### config.mk
export PLATFORM = sky130hd
export DESIGN_NAME = clk_div_ctrl
export DESIGN_NICKNAME = d
export VERILOG_FILES = /design/src/rtl/clk_div_ctrl.sv
export SDC_FILE = /design/constraint.sdc
export NUM_CORES = 1
export LEC_CHECK = 0
export CORE_ASPECT_RATIO = 1.1
export CORE_UTILIZATION = 45
export CTS_BUF_LIST = sky130_fd_sc_hd__clkbuf_8 sky130_fd_sc_hd__clkbuf_16
export DETAILED_ROUTE_END_ITERATION = 10
export GPL_ROUTABILITY_DRIVEN = 0
export PLACE_DENSITY = 0.82
export SYNTH_ARGS = -nofsm -noshare
export SYNTH_HDL_FRONTEND = slang
export SYNTH_SLANG_ARGS = --single-unit
### constraint.sdc
create_clock -name clk -period 2.25 [get_ports clk]
set_input_delay 0.45 -clock clk [delete_from_list [all_inputs] [get_ports clk]]
set_output_delay 0.45 -clock clk [all_outputs]
set_load 0.01 [all_outputs]
### src/rtl/clk_div_ctrl.sv
// Clock-divider controller: one /2../16 divided clock plus a rise-aligned tick,
// with ratio changes applied only at period boundaries and glitch-free start/stop.
module clk_div_ctrl #(
    parameter logic [1:0] DEFAULT_SEL = 2'd0,
    parameter int         CNT_W       = 3
) (
    input  logic       clk,
    input  logic       rst,
    input  logic       en_i,
    input  logic       cfg_valid_i,
    input  logic [1:0] cfg_sel_i,
    output logic       cfg_ready_o,
    output logic       div_clk_o,
    output logic       tick_o,
    output logic       running_o,
    output logic [1:0] cur_sel_o
);

    localparam logic [1:0] STOP  = 2'd0;
    localparam logic [1:0] RUN   = 2'd1;
    localparam logic [1:0] PEND  = 2'd2;
    localparam logic [1:0] DRAIN = 2'd3;

    logic [1:0]       state_q, state_d;
    logic [CNT_W-1:0] cnt_q, cnt_d;
    logic [CNT_W-1:0] halfLast;
    logic             divClk_q, divClk_d;
    logic             tick_q, tick_d;
    logic             running_q;
    logic [1:0]       curSel_q, curSel_d;
    logic [1:0]       pendSel_q, pendSel_d;
    logic             phaseEnd, falling, xfer;

    // Half-period bookkeeping for the ratio currently in force.
    always_comb begin
        halfLast = CNT_W'((4'd1 << curSel_q) - 4'd1);
        phaseEnd = (cnt_q == halfLast);
        falling  = phaseEnd && divClk_q;
        xfer     = cfg_valid_i && (state_q != PEND);
    end

    // Free-running count is the default; each state only overrides what differs.
    always_comb begin
        state_d   = state_q;
        cnt_d     = phaseEnd ? '0 : cnt_q + 1'b1;
        divClk_d  = phaseEnd ? ~divClk_q : divClk_q;
        tick_d    = phaseEnd && !divClk_q;
        curSel_d  = curSel_q;
        pendSel_d = pendSel_q;

        case (state_q)
            STOP: begin
                cnt_d    = '0;
                divClk_d = 1'b0;
                tick_d   = 1'b0;
                if (xfer) begin
                    curSel_d = cfg_sel_i;
                end
                if (en_i) begin
                    state_d = RUN;
                end
            end

            // DRAIN always holds divClk_q high, so the first branch only fires from RUN.
            RUN, DRAIN: begin
                if (!en_i && !divClk_q) begin
                    state_d  = STOP;
                    cnt_d    = '0;
                    divClk_d = 1'b0;
                    tick_d   = 1'b0;
                    if (xfer) begin
                        curSel_d = cfg_sel_i;
                    end
                end else if (xfer && falling) begin
                    curSel_d  = cfg_sel_i;
                    pendSel_d = cfg_sel_i;
                    state_d   = en_i ? RUN : STOP;
                end else if (xfer) begin
                    pendSel_d = cfg_sel_i;
                    state_d   = PEND;
                end else if (falling) begin
                    state_d = en_i ? RUN : STOP;
                end else begin
                    state_d = en_i ? RUN : DRAIN;
                end
            end

            PEND: begin
                if (!en_i && !divClk_q) begin
                    state_d  = STOP;
                    cnt_d    = '0;
                    divClk_d = 1'b0;
                    tick_d   = 1'b0;
                    curSel_d = pendSel_q;
                end else if (falling) begin
                    curSel_d = pendSel_q;
                    state_d  = en_i ? RUN : STOP;
                end
            end

            default: ;
        endcase
    end

    always_ff @(posedge clk or posedge rst) begin
        if (rst) begin
            state_q   <= STOP;
            cnt_q     <= '0;
            divClk_q  <= 1'b0;
            tick_q    <= 1'b0;
            running_q <= 1'b0;
            curSel_q  <= DEFAULT_SEL;
            pendSel_q <= DEFAULT_SEL;
        end else begin
            state_q   <= state_d;
            cnt_q     <= cnt_d;
            divClk_q  <= divClk_d;
            tick_q    <= tick_d;
            running_q <= (state_d != STOP);
            curSel_q  <= curSel_d;
            pendSel_q <= pendSel_d;
        end
    end

    assign cfg_ready_o = (state_q != PEND);
    assign div_clk_o   = divClk_q;
    assign tick_o      = tick_q;
    assign running_o   = running_q;
    assign cur_sel_o   = curSel_q;

endmodule

==> summary.txt, run 1 <==
Outcome
  – Outcome: complete, no violations

Worst setup path
  – Worst path slowest cell: clkdlybuf4s50_1
  – Crit-path cells: nor2b_1, inv_1, clkdlybuf4s50_1
  – Bufs and invs on worst path: 2
  – Worst EP arrival: 1550 ps
  – CP top delay family: buffers and inverters
  – CP Max Fanout: 8
  – Reg-to-reg endpoint: cur_sel_o[0]
  – CP Class: flop to output port
  – Critical Path Start Type: flop
  – CP Capture Type: output port
  – Depth of the worst register-to-register path: 4
  – Crit path largest cell delay: 500 ps
  – CP Launch Point: state_q[0]
  – Worst Path Required: 1800 ps
  – Reg-to-reg slack, setup: 520 ps
  – Worst flop-to-flop path startpoint: div_clk_o

Floorplan
  – Die Span Y: 42.9 µm
  – Die W: 39.2 µm
  – Row cnt: 14
  – Core Footprint: 0.00140 mm²
  – Die area: 0.00168 mm²
  – Num ports: 12
  – Initial core utilization: 48.8%

Logic synthesis
  – Cell Area, Synth: 684 µm²
  – Yosys reg bits: 12
  – Post-Syn Nets: 77
  – Warnings, synthesis: 0
  – Yosys top cell area share: 43.9%
  – Post-synthesis sequential area ratio: 43.9%
  – Largest cells by area after synthesis: dfrtp_1 (44%), nor3_1 (3.7%), mux2_2 (3.3%), o211ai_1 (3.3%), a21oi_1 (2.9%)
  – Syn Inst Count: 70
  – Average cell area after synthesis: 9.78 µm²
  – Asr flop ratio synth: 100%
  – Top_reg_cell synth: dfrtp_1
  – Post-synth top area cell: dfrtp_1
  – Post-synth EDFFs: 0
  – Distinct cells, synth: 34

Layout
  – Synth-to-Final Area Change: 26.0%
  – Fin util: 61.5%
  – Multi-input combinational cell area: 365 µm²
  – Layout cells sized above 1: 12.0%
  – Nets: 91
  – N_diodes: 0
  – Fillers: 122
  – Reg area: 300 µm²

STA
  – RSZ-0062 raised after global routing: no
  – Max frequency: 499 MHz
  – Slew Limit Headroom: 62.5%
  – Post-Route Setup TNS: 0 ps
  – Hold Violations, Final: 0
  – Final setup fails: 0
  – Worst Skew: 4.31 ps
  – Final-report max-slew violation count: 0
  – Fin crit share: 89.0%
  – Tmin final: 2000 ps
  – Slew @ Worst Pin: 563 ps

Placed design
  – Post-DP HPWL: 1030 µm
  – Port bufs: 11

Clock tree
  – Root buf cell: clkbuf_8
  – Clk sinks: 12
  – Clock tree buffer depth: 2
  – Clock transition at path regs: 50 ps
  – Htree depth: 1
  – CTS tree: done
  – Post-cts sizing count: 0
  – Hold-fix buffers, CTS: 0
  – Post-CTS setup buffers: 0
  – Clock latency on the worst-skew pair: 240 ps
  – Total CTS buffers: 3

GRT
  – First-pass GRT wire length: 2410 µm
  – Total GRT Usage: 21.9%
  – Initial antenna violation count: 0
  – GR Overflow Total: 0
  – Vias in the first global route: 533
  – Largest net degree at the start of global routing: 14

Routing
  – Residual DRC count: 0
  – WL per Instance: 14.8 µm
  – Via count: 593
  – Vias per cell: 5.99
  – Total wire length: 1470 µm
  – Post-route ant nets: 0
  – Initial DRC count: 10
  – First-pass DRT Iterations: 4

Min path
  – Hold WC Path Type: input pin to asynchronous set/reset pin

Pwr
  – Share of power burned in registers: 36.2%
  – Sw frac: 36.6%
  – Sw Pwr: 406 µW
  – Clock Power Share: 20.8%
  – Max VDD drop: 882 µV
  – Cell Pwr Density: 1290 mW/mm²
  – Leak pwr: 0.349 nW
  – Combinational Power Share: 42.9%
  – Internal power: 704 µW

Run
  – Max cap viols: 0
layout make-up:
class,count,area share [%]
clock buffers,4,6.39
inverters,3,1.31
multi-input cells,53,42.4
flip-flops and latches,12,34.8
well taps,16,2.32
repair buffers,11,12.8
stage by stage:
step / instances / area [µm²] / total power [mW] / setup slack (ps) / hold WS [ps]
final: 99 / 862 / 1.11 / 248 / 516
after global routing: 99 / 862 / 1.19 / 182 / 537
after CTS: 99 / 862 / 1.11 / 241 / 513
after detailed placement: 95 / 807 / 0.874 / 307 / 499
after global placement: 95 / 807 / 0.854 / 377 / 487
after floorplan: 70 / 684 / 0.708 / 661 / 315
state kept, by name, summed over array words and instances, names as in the netlist:
signal and count:
tick_o 1, div_clk_o 1, cnt_q 3, state_q 2
pendSel_q 2, cur_sel_o 2, running_o 1
worst max-delay path by stage:
stage,end,slack [ps],cells past startpoint
6_report,cfg_ready_o,250,3
5_1_grt,cfg_ready_o,180,3
4_1_cts,cfg_ready_o,240,3
3_5_place_dp,cur_sel_o[0],310,5
3_3_place_gp,cur_sel_o[0],380,4
2_1_floorplan,cur_sel_o[0],660,4
power by group through the flow:
stage	logic, mW	clock network [mW]	registers (mW)
after floorplan	0.325	0	0.383
after global placement	0.457	0	0.397
after detailed placement	0.470	0	0.404
after CTS	0.477	0.235	0.402
after global routing	0.526	0.246	0.417
final	0.477	0.231	0.402
cells by family after synthesis:
kind of cell / count (synthesis) / synth area share (%)
simple gates: 29 / 25.2
mux: 3 / 4.75
fa+ha+maj: 1 / 1.83
buf+inv: 5 / 2.74
compound gates: 18 / 19.0
flops: 12 / 43.9
xor+xnor: 2 / 2.56
layer usage:
metal | global-route usage, % | vias to the layer above | wire length (µm)
met4 | 13.8 | 0 | 43
met5 | 0 | - | 0
li1 | - | 287 | -
met1 | 26.1 | 284 | 610
met3 | 4.71 | 4 | 60
met2 | 34.3 | 18 | 753
cells in the final DEF, fill, tap and decap left out, types with 2 or more instances in the layout:
master           count
a21oi_1              4
a32o_1               2
clkbuf_8             4
clkdlybuf4s50_1     11
dfrtp_1             12
inv_1                3
mux2_2               2
nand2_1              3
nand2b_1             2
nand3_1              2
nor2_1               4
nor2b_1              2
nor3_1               5
nor3b_1              2
o211ai_1             3
o21a_1               2
xnor2_1              2
synth_stat cells (2+ instances only):
master,number
a21oi_1,4
a32o_1,2
clkbuf_1,2
dfrtp_1,12
inv_1,3
mux2_2,2
nand2_1,3
nand2b_1,2
nand3_1,2
nor2_1,4
nor2b_1,2
nor3_1,5
nor3b_1,2
o211ai_1,3
o21a_1,2
xnor2_1,2
(Power assumes the default switching activity.)
==> run 2, diff against run 1 <==
--- a/config.mk
+++ b/config.mk
@@ -11,6 +11,7 @@
 export DETAILED_ROUTE_END_ITERATION = 10
 export GPL_ROUTABILITY_DRIVEN = 0
 export PLACE_DENSITY = 0.82
+export SLEW_MARGIN = 5
 export SYNTH_ARGS = -nofsm -noshare
 export SYNTH_HDL_FRONTEND = slang
 export SYNTH_SLANG_ARGS = --single-unit
==> results of run 2 <==
Same layout as run 1: the final DEF is identical, and so are final timing and power.
